===== src/rtl/regfile_pkg.sv =====
// regfile_pkg: shared dump FSM encoding and default parameters for regfile_param.
package regfile_pkg;
  typedef enum logic [1:0] {IDLE = 2'd0, SEND = 2'd1, DONE = 2'd2} dump_state_e;
  localparam int DEF_DATA_W   = 32;
  localparam int DEF_ADDR_W   = 5;
  localparam int DEF_NUM_RD   = 2;
  localparam int DEF_ZERO_REG = 1;
endpackage


===== src/rtl/regfile_dbg_dump.sv =====
// regfile_dbg_dump: handshaked sequencer that snapshots and streams every register.
module regfile_dbg_dump
  import regfile_pkg::*;
#(
  parameter int DATA_W = DEF_DATA_W,
  parameter int ADDR_W = DEF_ADDR_W
) (
  input  logic              CLK,
  input  logic              RESET,
  input  logic              dbg_start,
  input  logic              dbg_ready,
  output logic              dbg_valid,
  output logic [ADDR_W-1:0] dbg_addr,
  output logic [DATA_W-1:0] dbg_data,
  output logic              dbg_busy,
  output logic              dbg_done,
  output logic [ADDR_W-1:0] rd_addr,
  input  logic [DATA_W-1:0] rd_data
);
  dump_state_e       state_q, state_d;
  logic [ADDR_W-1:0] idx_q, idx_d;
  logic [DATA_W-1:0] data_q, data_d;
  always_ff @(posedge CLK or posedge RESET) begin
    if (RESET) begin
      state_q <= IDLE;
      idx_q   <= '0;
      data_q  <= '0;
    end else begin
      state_q <= state_d;
      idx_q   <= idx_d;
      data_q  <= data_d;
    end
  end
  // The read port always looks one register ahead so the next beat is captured on accept.
  always_comb begin
    state_d = state_q;
    idx_d   = idx_q;
    data_d  = data_q;
    rd_addr = state_q == SEND ? idx_q + 1'b1 : '0;
    if (state_q == IDLE && dbg_start) begin
      state_d = SEND;
      idx_d   = '0;
      data_d  = rd_data;
    end else if (state_q == SEND && dbg_ready) begin
      if (&idx_q) state_d = DONE;
      else begin
        idx_d  = idx_q + 1'b1;
        data_d = rd_data;
      end
    end else if (state_q == DONE) state_d = IDLE;
  end
  assign dbg_valid = state_q == SEND;
  assign dbg_busy  = state_q != IDLE;
  assign dbg_done  = state_q == DONE;
  assign dbg_addr  = idx_q;
  assign dbg_data  = data_q;
endmodule


===== src/rtl/regfile_param.sv =====
// regfile_param: parametrised register file with write bypass, optional zero register
// and a non-blocking debug dump port.
module regfile_param
  import regfile_pkg::*;
#(
  parameter int DATA_W   = DEF_DATA_W,
  parameter int ADDR_W   = DEF_ADDR_W,
  parameter int NUM_RD   = DEF_NUM_RD,
  parameter int ZERO_REG = DEF_ZERO_REG
) (
  input  logic                     CLK,
  input  logic                     RESET,
  input  logic [NUM_RD*ADDR_W-1:0] rd_addr,
  output logic [NUM_RD*DATA_W-1:0] rd_data,
  input  logic                     wr_en,
  input  logic [ADDR_W-1:0]        wr_addr,
  input  logic [DATA_W-1:0]        wr_data,
  input  logic                     dbg_start,
  input  logic                     dbg_ready,
  output logic                     dbg_valid,
  output logic [ADDR_W-1:0]        dbg_addr,
  output logic [DATA_W-1:0]        dbg_data,
  output logic                     dbg_busy,
  output logic                     dbg_done
);
  localparam int DEPTH = 1 << ADDR_W;
  logic [DATA_W-1:0] mem_q [DEPTH];
  logic [DATA_W-1:0] mem_d [DEPTH];
  logic [ADDR_W-1:0] dump_addr;
  logic [DATA_W-1:0] dump_data;
  always_ff @(posedge CLK or posedge RESET) begin
    if (RESET) mem_q <= '{default: '0};
    else mem_q <= mem_d;
  end
  always_comb begin
    mem_d = mem_q;
    if (wr_en && !(ZERO_REG != 0 && wr_addr == '0)) mem_d[wr_addr] = wr_data;
  end
  // Ports 0..NUM_RD-1 serve the datapath; the extra last port serves the dump sequencer.
  for (genvar k = 0; k <= NUM_RD; k++) begin : g_rd
    logic [ADDR_W-1:0] a;
    logic [DATA_W-1:0] v;
    assign v = (ZERO_REG != 0 && a == '0) ? '0 : (wr_en && wr_addr == a) ? wr_data : mem_q[a];
    if (k < NUM_RD) begin : g_port
      assign a = rd_addr[k*ADDR_W +: ADDR_W];
      assign rd_data[k*DATA_W +: DATA_W] = v;
    end else begin : g_dump
      assign a = dump_addr;
      assign dump_data = v;
    end
  end
  regfile_dbg_dump #(.DATA_W(DATA_W), .ADDR_W(ADDR_W)) u_dump (
    .CLK      (CLK),
    .RESET    (RESET),
    .dbg_start(dbg_start),
    .dbg_ready(dbg_ready),
    .dbg_valid(dbg_valid),
    .dbg_addr (dbg_addr),
    .dbg_data (dbg_data),
    .dbg_busy (dbg_busy),
    .dbg_done (dbg_done),
    .rd_addr  (dump_addr),
    .rd_data  (dump_data)
  );
endmodule


===== config.mk =====
export PLATFORM = sky130hd
export DESIGN_NAME = regfile_param
export DESIGN_NICKNAME = d
export VERILOG_FILES = /design/src/rtl/regfile_pkg.sv /design/src/rtl/regfile_dbg_dump.sv /design/src/rtl/regfile_param.sv
export SDC_FILE = /design/constraint.sdc
export NUM_CORES = 2
export LEC_CHECK = 0
export CAP_MARGIN = 20
export CORE_ASPECT_RATIO = 1.2
export CORE_MARGIN = 1
export CORE_UTILIZATION = 59
export DETAILED_ROUTE_END_ITERATION = 10
export DONT_BUFFER_PORTS = 1
export MAX_ROUTING_LAYER = met4
export PLACE_DENSITY_LB_ADDON = 0.1
export SETUP_SLACK_MARGIN = 0.02
export SYNTH_ARGS = -nofsm -noshare
export SYNTH_HDL_FRONTEND = slang
export SYNTH_SLANG_ARGS = --single-unit

===== constraint.sdc =====
create_clock -name CLK -period 34.7 [get_ports CLK]
set_input_delay 3.47 -clock CLK [delete_from_list [all_inputs] [get_ports CLK]]
set_output_delay 3.47 -clock CLK [all_outputs]
set_load 0.03 [all_outputs]

== Yosys cells after proc, flatten, opt, wreduce, memory -nomap -nowiden ==
Index checks and enable logic that the tools add are counted.

* Add/sub/neg operators: 1
* Order comparisons: 5
* Equal/unequal tests: 7
* Mux-type cells: 29
* Bitwise operators: 4
* Reduce and logical (&&, ||, !) cells: 19

{| class="wikitable"
|+ Operators with widths
! cell !! count
|-
| bitwise mux 1024 bit || 1
|-
| 2-to-1 mux 32 bit || 16
|-
| binary-select mux 32 bit (select 5 bit) || 3
|-
| demux 32 bit (select 5 bit) || 1
|-
| greater-or-equal comparator 6 bit (second input constant) || 4
|-
| inverter 5 -> 6 bit || 4
|-
| zero test 5 bit || 4
|-
| 2-to-1 mux 5 bit || 4
|-
| == test 5 bit || 3
|-
| 2-to-1 mux 2 bit || 4
|-
| logical AND 1 bit || 7
|-
| less-than comparator 6 x 1 -> 1 bit (second input constant) || 1
|-
| adder 5 x 1 -> 5 bit (second input constant) || 1
|-
| AND reduction 5 bit || 1
|-
| AND reduction 2 bit || 2
|-
| nonzero test 2 bit || 2
|-
| inequality test 3 x 2 -> 1 bit (second input constant) || 1
|-
| nonzero test 3 bit || 1
|-
| == test 2 x 1 -> 1 bit (second input constant) || 1
|-
| == test 2 bit (second input constant) || 1
|-
| zero test 2 bit || 1
|-
| inequality test 2 x 1 -> 1 bit (second input constant) || 1
|-
| zero test 1 bit || 1
|}

* Register bits: 1,063
* Bits of input ports: 52
* Output and inout bits: 104
* Word-level logic and storage cells: 100

== Depth between registers and ports, before layout ==
* Word-level depth: 11
* Mapped depth: 13
* Gate-level depth less buffers: 10

== Hierarchy ==
From an unflattened synthesis, not the netlist that was laid out.

* Cell total of the unflattened synthesis: 4,612
* Area, all modules: 64,753.4 um^2

{| class="wikitable"
|+ By module, submodules not included
! module !! instances !! cells an instance !! area an instance (um^2) !! sequential area each (um^2)
|-
| regfile_param || 1 || 4,503 || 63,034.2 || 25,624.6
|-
| regfile_dbg_dump || 1 || 109 || 1,719.1 || 975.9
|}

== Least setup slack after synthesis ==
OpenSTA, ideal clock, no wires.

* Path kind: in2out
* Start point: input port rd_addr[4]
* End point: output port rd_data[11]
* Data arrival time: 5.716 ns
* Required time: 31.230 ns
* Path slack: 25.514 ns
* Stages on the path: 8
* Buffers on the path: 4
* Path through: clkbuf_1 -> buf_2 -> clkbuf_1 -> clkbuf_1 -> a211oi_1 -> a21oi_1 -> mux2i_1 -> a211oi_1

* Word-level cells in the longest chain between the ends: 6
* Elaborated cells on any way between the ends: 9
* Classes of those cells: eq/ne: 1; mux: 5; bitwise: 1; reduce/logical: 2

{| class="wikitable"
|+ RTL lines
! element !! line !! text
|-
| from (decl) || regfile_param.sv:13 || <nowiki>input logic [NUM_RD*ADDR_W-1:0] rd_addr,</nowiki>
|-
| inverter 5 -> 6 bit (not written as such) || regfile_param.sv:43 || <nowiki>assign v = (ZERO_REG != 0 && a == '0) ? '0 : (wr_en && wr_addr == a) ? wr_data : mem_q[a];</nowiki>
|-
| binary-select mux 32 bit (select 5 bit) || regfile_param.sv:43 ||
|-
| 2-to-1 mux 32 bit (not written as such) (2 in series) || regfile_param.sv:43 ||
|-
| 2-to-1 mux 32 bit || regfile_param.sv:43 ||
|-
| 2-to-1 mux 32 bit (*) || regfile_param.sv:43 ||
|-
| to (decl) || regfile_param.sv:14 || <nowiki>output logic [NUM_RD*DATA_W-1:0] rd_data,</nowiki>
|}

Every way passes the cells marked *; elsewhere a longest branch is shown, timed or not. The select of a mux whose other input is x is not followed.

== Final worst setup path ==
* Start point: input port rd_addr[5]
* End point: output port rd_data[33]

Same word-level chain as after synthesis.

==> flow_metrics.tcl <==
set metrics [dict create \
    post-route-util 0.639 \
    crit_chain "xnor2_1, nand3_1, nand2_1, o21ai_0" \
    max-cap-violations 0 \
    post_dp_cell_area_um2 66000 \
    io_pins 156 \
    clk_pin_slew_ns 0.06 \
    synthMuxAreaShare 0.425 \
    synth_compound_area_frac 0.0921 \
    period_needed_ns 10.62 \
    wl_met3_mm 32.5 \
    fillers 8304 \
    clock.fmax_ghz 0.0941 \
    async_reset_ff_frac 1.00 \
    routed_via_density 7.98 \
    grt_start_max_net_pins 299 \
    synth_top_family_by_area "multiplexers" \
    clock_path_buffers 3 \
    drt-initial-drc-count 6273 \
    yosys.area.top_type "dfrtp_1" \
    vias 49200 \
    leakagePower_uw 0.0293 \
    clockRootBuffer "clkbuf_16" \
    synth-edff-count 0 \
    cts_made_buffers 114 \
    worstPathRequired_ns 31.23 \
    synthCells 5010 \
    htree_levels 3 \
    fin_skew_ns 0.0144 \
    avgSynthCellArea_um2 13.0 \
    end_kind "output port" \
    place_congestion 0.893 \
    yosys.area_share.simple 0.0351 \
    ys.flop_type "dfrtp_1" \
    cts_tree "done" \
    ir_worst_vdd_mv 0.0870 \
    core-area_um2 110000 \
    post-dp-hpwl_mm 130 \
    outcome "finished, final reports clean" \
    die_w_um 306 \
    finalHoldWorstSlack_ns 0.423 \
    setup_viol 0 \
    drive_above_1_share 0.428 \
    ys_seq_elements 1063 \
    grt_overflow 0 \
    finalWirelength_mm 248 \
    synth_top_area_frac 0.407 \
    met2_length_mm 109 \
    cp-start-kind "input pin" \
    rsz0062_at_grt "false" \
    start_util 0.596 \
    cp.arrival_ns 7.15 \
    critPathMaxFanout 298 \
    r2r_setup_slack_ns 28.71 \
    area_delta_synth_final_pct 7.20 \
    grt_pass1_wl_mm 356 \
    yosys_warnings 0 \
    synth_seq_area_share 0.407 \
    synth-adder-area-share 0.000383 \
    fin_crit_sh 0.306 \
    grt_usage 0.456 \
    postCtsResizedCells 0 \
    maxSlewHeadroom 0.126 \
    nets 4699 \
    design_area_um2 70100 \
    antenna_found_initial 9 \
    grt_pass1_vias 49000 \
    core.rowCount 133 \
    holdCritPathClass "register to register" \
    synthXorXnorAreaFrac 0.00226 \
    powerDensity_nw_per_um2 72.0 \
    drtAntennaViolNets 0 \
    slew_viol_final 0 \
    io_buffers 0 \
    seqCellArea_um2 26600 \
    syn-num-nets 5064 \
    path_class "input pin to output port" \
    clock_insertion_delay_worst_skew_ns 0.74 \
    die_h_um 367 \
    synth.area.top_cells "dfrtp_1, mux4_2, mux2_2" \
    wl_met1_mm 87.5 \
    cpMaxStageDelayCell "o21ai_0" \
    tightest_slew_ns 1.31 \
    clock_sinks 1063 \
    drc 0 \
    tns_ns 0 \
    hold_buffers 0 \
    multi_input_area_um2 36700 \
    die_area_um2 112000 \
    hold_viol 0 \
    avgRoutedWirePerCell_um 40.2 \
    synth_area_um2 65400 \
    first_pass_iters 6 \
    postCtsSetupBuffers 0 \
    ys_types 70 \
    top_layer "met4" \
    slowest_delay_ns 1.02 \
]
## critical path: cells and delay by family
kind / cells / cell delay (ns)
AOI/OAI and AO/OA: 1 / 1.02
xor gates and xnor gates: 1 / 0.44
and+or+nand+nor: 2 / 1.67
## placed cells by master (no fill, tap or decap), drive strengths merged, types with 65 or more instances in the layout
cell,count
mux2,1105
mux4,559
buf,111
o22ai,116
clkbuf,175
o211ai,65
o221ai,134
dfrtp,1063
mux2i,276
nand2,185
o21ai,126
a211oi,81
nor2,196
a21oi,166
## metrics by stage
step / cells / total power [uW] / setup WS (ns)
after floorplan: 5010 / 3060 / 1.31
after global placement: 5945 / 3610 / 24.59
after detailed placement: 5945 / 3650 / 24.51
after CTS: 6157 / 4980 / 24.52
after global routing: 6165 / 5190 / 24.25
final: 6168 / 5050 / 24.08
## synth_stat cells (11+ instances only)
library cell / count
mux4_2: 559
a22oi_1: 25
dfrtp_1: 1063
mux2i_1: 275
a211oi_1: 81
buf_2: 154
o21ai_0: 115
nand2_1: 185
mux2_2: 1105
a31oi_1: 18
buf_4: 12
a221oi_1: 46
o21ai_1: 11
a21oi_1: 166
nor2b_1: 18
o211ai_1: 65
o221ai_1: 134
clkbuf_1: 357
nor2_1: 193
nor3_1: 12
o22ai_1: 116
nand2b_1: 23
nand3_1: 32
buf_1: 69
## cells by family after synthesis
kind of cell	after synthesis
buffers and inverters	597
AOI/OAI and AO/OA	874
muxes	1940
and+or+nand+nor	518
adders and majority gates	2
DFF	1063
xor gates and xnor gates	16
## final cells by class
type                            instances  area share
Clock inverter                         37     0.00830
Clock buffer                          175      0.0498
Inverter                                5    0.000393
Antenna cell                           10    0.000357
Tap cell                             1417      0.0253
Timing Repair Buffer                  111      0.0132
Sequential cell                      1063       0.380
Multi-Input combinational cell       3350       0.523
## final timing paths
path                              startpoint             endpoint  depth (start not counted)
setup / recovery                  rd_addr[5]          rd_data[33]                          4
hold reg to reg                  mem_q[1002]          mem_q[1002]                          0
min in group asynchronous              RESET           mem_q[680]                          1
setup reg to reg           u_dump.state_q[1]  u_dump.dbg_data[26]                         12
hold / removal                   mem_q[1002]          mem_q[1002]                          0
max in group asynchronous              RESET           mem_q[764]                          5
## per-layer routing
metal,up-vias,GRT usage
met5,-,-
met4,0,0.305
met3,1017,0.136
met2,3670,0.643
li1,19000,-
met1,25600,0.569
## power breakdown
| part | leakage (uW) | internal [uW] | switching (uW) |
|---|---|---|---|
| registers | 0.0136 | 1480 | 298 |
| logic | 0.0137 | 840 | 1080 |
| clock network | 0.00199 | 799 | 544 |
## state kept, by name, summed over array words and instances (netlist names)
signal	flops
u_dump.dbg_addr	5
mem_q	1024
u_dump.state_q	2
u_dump.dbg_data	32
Power figures use the tool's default switching activity.
